### config.mk
export PLATFORM = sky130hd
export DESIGN_NAME = counter_wrap_param
export DESIGN_NICKNAME = d
export VERILOG_FILES = /design/src/rtl/counter_wrap_param.sv
export SDC_FILE = /design/constraint.sdc
export NUM_CORES = 1
export LEC_CHECK = 0
export BUFFER_PORTS_ARGS = -buffer_cell sky130_fd_sc_hd__buf_2
export CORE_MARGIN = 2
export CORE_UTILIZATION = 55
export DETAILED_ROUTE_END_ITERATION = 7
export GPL_TIMING_DRIVEN = 1
export PLACE_DENSITY = 0.8
export SYNTH_ARGS = -nofsm -noshare
export SYNTH_HDL_FRONTEND = slang
export SYNTH_SLANG_ARGS = --single-unit
### constraint.sdc
create_clock -name clk -period 2.8 [get_ports clk]
set_input_delay 0.28 -clock clk [delete_from_list [all_inputs] [get_ports clk]]
set_output_delay 0.28 -clock clk [all_outputs]
set_load 0.005 [all_outputs]
### src/rtl/counter_wrap_param.sv
// ---------------------------------------------------------------------------
// counter_wrap_param
//
// Bounded up/down counter for calendar-style fields such as seconds, hours or
// day-of-month. The count stays between MIN_VAL and an effective maximum,
// where limit may lower that maximum at run time. When it runs past a bound
// the counter either wraps (SATURATE=0) or holds at the bound (SATURATE=1).
//
// Parameters
//   WIDTH     bit width of value, limit and load_val
//   MIN_VAL   lowest count value, also the reset value
//   MAX_VAL   static upper bound (MIN_VAL < MAX_VAL <= 2^WIDTH-1)
//   SATURATE  0 = wrap at the bounds, 1 = hold at the bounds
//
// Ports
//   clk         in   rising-edge clock
//   rst_n       in   asynchronous active-low reset
//   en          in   enables inc_auto, inc_manual, dec_manual and load
//   limit       in   run-time upper bound, used only if MIN_VAL..MAX_VAL
//   inc_auto    in   cascade increment tick (the only source of carry_out)
//   inc_manual  in   user increment
//   dec_manual  in   user decrement
//   load        in   synchronous load request
//   load_val    in   load data, limited to MIN_VAL..eff_max
//   value       out  registered count
//   carry_out   out  one-cycle pulse: an auto increment wrapped
//   borrow_out  out  one-cycle pulse: a decrement wrapped
//   clamp_evt   out  one-cycle pulse: value was forced down to eff_max
//   at_max      out  combinational: value == eff_max
// ---------------------------------------------------------------------------
module counter_wrap_param #(
    parameter int WIDTH    = 6,
    parameter int MIN_VAL  = 1,
    parameter int MAX_VAL  = 31,
    parameter int SATURATE = 0
) (
    input  logic             clk,
    input  logic             rst_n,
    input  logic             en,
    input  logic [WIDTH-1:0] limit,
    input  logic             inc_auto,
    input  logic             inc_manual,
    input  logic             dec_manual,
    input  logic             load,
    input  logic [WIDTH-1:0] load_val,
    output logic [WIDTH-1:0] value,
    output logic             carry_out,
    output logic             borrow_out,
    output logic             clamp_evt,
    output logic             at_max
);

    // Stop elaboration on a bound set that cannot be represented.
    if (!(MIN_VAL < MAX_VAL && MAX_VAL <= (2 ** WIDTH) - 1)) begin : g_bad_params
        $error("counter_wrap_param: need MIN_VAL < MAX_VAL <= 2^WIDTH-1");
    end

    localparam logic [WIDTH-1:0] MIN_V = WIDTH'(MIN_VAL);
    localparam logic [WIDTH-1:0] MAX_V = WIDTH'(MAX_VAL);
    localparam logic [WIDTH-1:0] ONE   = WIDTH'(1);
    localparam bit               SAT   = (SATURATE != 0);

    logic [WIDTH-1:0] value_q, value_d;
    logic             carry_q, carry_d;
    logic             borrow_q, borrow_d;
    logic             clamp_q, clamp_d;

    logic [WIDTH-1:0] eff_max;
    logic             inc_req;
    logic             above_max;

    // An out-of-range limit (for example 0 before a month is known) falls
    // back to the static maximum so the counter always has a legal ceiling.
    assign eff_max   = (limit >= MIN_V && limit <= MAX_V) ? limit : MAX_V;
    assign inc_req   = inc_auto | inc_manual;
    assign above_max = (value_q > eff_max);

    always_comb begin
        // NOTE: every output of this block gets a default first, so no path
        // leaves one unassigned and no latch can be inferred.
        value_d  = value_q;
        carry_d  = 1'b0;
        borrow_d = 1'b0;
        clamp_d  = 1'b0;

        if (en && load) begin
            // A load silently lands inside MIN_VAL..eff_max and raises no pulse.
            if (load_val < MIN_V) begin
                value_d = MIN_V;
            end else if (load_val > eff_max) begin
                value_d = eff_max;
            end else begin
                value_d = load_val;
            end
        end else if (en && dec_manual && inc_req) begin
            // Opposing requests cancel out, but the count must still come
            // back within a freshly lowered limit.
            if (above_max) begin
                value_d = eff_max;
                clamp_d = 1'b1;
            end
        end else if (en && dec_manual) begin
            if (above_max) begin
                value_d = eff_max;
                clamp_d = 1'b1;
            end else if (value_q > MIN_V) begin
                value_d = value_q - ONE;
            end else if (!SAT) begin
                value_d  = eff_max;
                borrow_d = 1'b1;
            end
        end else if (en && inc_req) begin
            if (value_q < eff_max) begin
                value_d = value_q + ONE;
            end else if (!SAT) begin
                // Only the cascade tick ripples on to the next field; a user
                // increment that wraps must not advance the neighbour.
                value_d = MIN_V;
                carry_d = inc_auto;
            end else begin
                value_d = eff_max;
                clamp_d = above_max;
            end
        end else if (above_max) begin
            // The clamp works even when en is low, so a limit change cannot
            // leave the count out of range.
            value_d = eff_max;
            clamp_d = 1'b1;
        end
    end

    // NOTE: state registers use non-blocking assignments so every flop
    // samples the values from before the edge, whatever the block order.
    always_ff @(posedge clk or negedge rst_n) begin
        if (!rst_n) begin
            value_q  <= MIN_V;
            carry_q  <= 1'b0;
            borrow_q <= 1'b0;
            clamp_q  <= 1'b0;
        end else begin
            value_q  <= value_d;
            carry_q  <= carry_d;
            borrow_q <= borrow_d;
            clamp_q  <= clamp_d;
        end
    end

    assign value      = value_q;
    assign carry_out  = carry_q;
    assign borrow_out = borrow_q;
    assign clamp_evt  = clamp_q;
    assign at_max     = (value_q == eff_max);

endmodule
Word level (Yosys, flattened, before mapping). Cells that the tools add are included.

Register bits after elaboration: 9. Output and inout bits: 10. Logic and storage cells: 46.

Mux-type cells: 26. Bitwise logic cells: 1. Magnitude comparators: 7. Equal/unequal tests: 1. Add/subtract/negate cells: 2. Reductions and logical operators: 5.

Operator list (number): $mux W6 (11); $mux W1 (15); $gt A6 B6 Y1 (2); $add A6 B1 Y6 const B (1); $eq A6 B6 Y1 (1); $ge A6 B1 Y1 const B (1); $gt A6 B1 Y1 const B (1); $le A6 B5 Y1 const B (1); $lt A6 B1 Y1 const B (1); $lt A6 B6 Y1 (1); $sub A6 B1 Y6 const B (1); $logic_and A1 B1 Y1 (5); $or A1 B1 Y1 (1).

Longest topological paths before layout.
Depth after elaboration: 9. Mapped depth: 11.

Worst setup path before layout. Ideal clock, no wire load.

Kind: input port to flip-flop. Start: in limit[4]. End: reg value_q[2] (netlist: value[2]). Data required time: 2.665 ns. Arrival time: 2.421 ns. Setup slack: 0.244 ns. Buffers on the path: 0. Cell stages on the path: 8. Cell sequence: or4_4 and3_4 or2_0 o311a_4 a21oi_4 mux2_2 a22oi_1 o211ai_1.

Cells in the longest elaborated chain, start to end: 9.

RTL lines: start, declared (line 40) `input logic [WIDTH-1:0] limit,`; $ge A6 B1 Y1 or $le A6 B5 Y1 (tied branches) (line 74) `assign eff_max = (limit >= MIN_V && limit <= MAX_V) ? limit : MAX_V;`; $logic_and A1 B1 Y1 (line 74); $mux W6 (*) (line 74); $gt A6 B6 Y1 or $lt A6 B6 Y1 (tied branches) (line 76, 113); $mux W6 (on tied branches) (line 98, 124, 113); $mux W6 (line 112) `end else if (en && inc_req) begin`; $mux W6 (line 102) `end else if (en && dec_manual) begin`; $mux W6 (line 95) `end else if (en && dec_manual && inc_req) begin`; $mux W6 (*) (line 86) `if (en && load) begin`; named net value_d[2] (line 63) `logic [WIDTH-1:0] value_q, value_d;`; end signal, assigned (line 141) `value_q <= value_d;`; end, declared (line 63).

Mark *: on every way through the listed nets, which the timed path passes. The rest lies on a longest branch.

Final worst setup path. Ends and elaborated chain as after synthesis.

==> reports/metrics.csv <==
metric,value,unit
antenna violations before repair,0,
CTS resizes,0,
multi-input logic area,0.00106,mm^2
Final setup viols,0,
"EDFF count, synth",0,
vias per cell,6.12,
clk buf depth,2,
pin count of the biggest net entering global routing,13,
VDD IR max,583,uV
largest stage delay on the critical path,0.53,ns
adder-cell area share of the yosys netlist,0.0836,
critical path type,in -> reg,
pwr dens,780,mW/mm^2
1st-iter DRT viols,94,
post-synthesis async set-or-reset flop share,1.00,
actual slew at the worst max-slew pin,0.548,ns
total die area,0.00286,mm^2
GRT met3 Usage,0.0226,
Slew HR,0.631,
max-slew violation count,0,
post-route ant nets,0,
WL/cell,15.1,um
Yosys warning count,0,
Mapped Cells,175,
DRT Pass-1 Iters,5,
Reg2Reg Setup Slack,0.37,ns
Min-Delay Path Class,in -> reg,
register bit count reported by yosys,9,
Final Skew,0.0148,ns
antenna cells,0,
share of cells above drive strength 1,0.274,
Core ar.,0.00225,mm^2
cells along the critical path,"buf_2, or4_4, and3_4, or2_0, o311a_4, a21oi_4, mux2_2, a22oi_1, o211ai_1",
Max Cap Violations,0,
mapped cell area,0.00135,mm^2
DRC errors left,0,
leak pwr,0.720,nW
crit path DAT,2.68,ns
Critical Path RT,2.95,ns
Initial Utilization,0.598,
r2r endpoint,value[2],
Worst-path clk slew,0.08,ns
Final Non-Filler Cells,243,
detailed placement HPWL,2.91,mm
via count,1488,
final core occ,0.716,
clk_lat worst skew,0.27,ns
layer carrying the most global-route usage,met2,
Hold Path Origin,load,
CTS tree,yes,
fillcell total,194,
"most common cell after layout, fill and taps aside",buf_2,
design area,0.00162,mm^2
worst r2r src,value[0],
Synth Flop Type,dfrtp_1,
CP Capture Type,flip-flop,
Yosys cell types,56,
Area after DPL,0.00158,mm^2
status,"complete, no violations",
crit path max-delay cell type,or4_4,
TritonCTS Buffers,3,
Final period util,0.903,
vias in the first global route,1368,
Worst Path Max Fanout,10,
final wirelength,3.67,mm
WHS Endpoint,carry_out,
Syn Area/Cell,7.70,um^2
Hold Path Stages,2,
routability cong.,0.938,
global-route wire length before repair,5.85,mm
XOR/XNOR Fraction of Synth Area,0.0520,
CP Launch Type,input pin,
post-synthesis sequential area ratio,0.168,
Area Overhead vs Synth,19.9,%
post-layout minimum cycle time,2.53,ns
"commonest non-fill, non-tap cells in the layout","buf_2, nand2_1, nor2_1",
Boundary Pins,29,
main combinational cell family by area after synthesis,compound AO/OA/AOI/OAI gates,
multiplexer area fraction after synthesis,0.0622,
FF+latch area,226,um^2
placed cell count,238,
post-synthesis simple-gate area fraction,0.290,
Horiz. Die Dim,53.5,um
Final Hold Fails,0,
H-tree level count,1,
RSZ-0062 raised after global routing,no,
number of port buffers,28,
Placement Rows,17,
GRT Resource Usage Total,0.281,
Num Clock Sinks,9,
GR Overflow Total,0,
root cell of the clock tree,clkbuf_4,
f_max,0.395,GHz
global routing usage on met1,0.378,
R2R depth,9,
Compound-Gate Fraction of Synth Area,0.294,
Nets,244,
Die Ht,53.5,um
met2 Usage GRT,0.467,
[routing by layer]
layer	wire length, um	part of all wire
met5	0	0
met4	59	0.016
met3	316	0.086
met2	1750	0.48
met1	1540	0.42
[sequential cells by signal, summed over array words and instances, names as in the netlist]
register,cells
value,6
borrow_out,1
carry_out,1
clamp_evt,1
[cell families (layout without fill, tap and decap cells)]
kind of cell               after synthesis  in the layout
AOI/OAI and AO/OA                       51             51
and+or+nand+nor                         74             74
DFF                                      9              9
adders and majority gates                9              9
buffers and inverters                   15             54
xor gates and xnor gates                 8              8
muxes                                    8              8
other                                    1              2
[area by class of cell]
type                    count  area share
clock buffers               4      0.0163
flip-flops and latches      9       0.140
inverters                  11      0.0256
multi-input cells         152       0.657
repair buffers             39       0.139
well taps                  28      0.0217
[report_power, final]
part           switching, mW  total [mW]  internal [mW]  leakage (nW)
Clock                 0.0518       0.107         0.0549        0.0150
Sequential            0.0818       0.264          0.183         0.111
Combinational          0.477       0.888          0.411         0.594
[how the worst max path moves through the flow]
stage | from | to | slack (ns) | cells after the start
6_report | limit[4] | value[2] | 0.27 | 9
4_1_cts | limit[4] | value[2] | 0.27 | 9
3_5_place_dp | limit[4] | value[2] | -0.006 | 9
3_3_place_gp | limit[4] | value[3] | 0.04 | 9
2_1_floorplan | limit[4] | value[2] | 0.24 | 8
5_1_grt | limit[4] | value[2] | 0.11 | 13
[worst max-delay path: cells and delay by family]
family / cells / cell delay (ns)
compound gates: 4 / 0.95
simple gates: 3 / 0.93
mux: 1 / 0.37
buf+inv: 1 / 0.13
[what timing repair did]
item	CTS	global route
buffers inserted	0	0
setup endpoints to repair	0	0
hold endpoints to repair	8	0
hold buffers	1	0
[cells in the mapped netlist (2+ instances only)]
cell	n	area share
a21oi_1	11	0.041
a21oi_4	2	0.024
a31oi_1	3	0.014
and2_1	4	0.019
and3_1	4	0.019
clkbuf_1	2	0.0056
dfrtp_1	8	0.15
ha_1	9	0.084
inv_1	11	0.031
mux2_2	3	0.025
mux2i_1	5	0.037
nand2_1	19	0.053
nand3_1	5	0.019
nand4_1	2	0.0093
nor2_1	16	0.045
nor2b_1	2	0.0093
nor3_1	3	0.011
nor4_1	5	0.023
o211ai_1	5	0.028
o21a_1	4	0.022
o21ai_0	9	0.033
or3_1	2	0.0093
or4_1	2	0.011
xnor2_1	5	0.032
xor2_1	3	0.020
[through the flow]
step / setup WS (ns) / hold slack, ns / total power, mW / setup TNS, ns
2_1_floorplan: 0.244 / -0.0156 / 0.888 / 0
3_3_place_gp: 0.0379 / 0.142 / 1.10 / 0
3_5_place_dp: -0.00563 / 0.146 / 1.13 / -0.00563
4_1_cts: 0.269 / 0.225 / 1.24 / 0
5_1_grt: 0.109 / 0.235 / 1.35 / 0
6_report: 0.271 / 0.231 / 1.26 / 0
No activity file was read; power rests on OpenSTA's default activity.
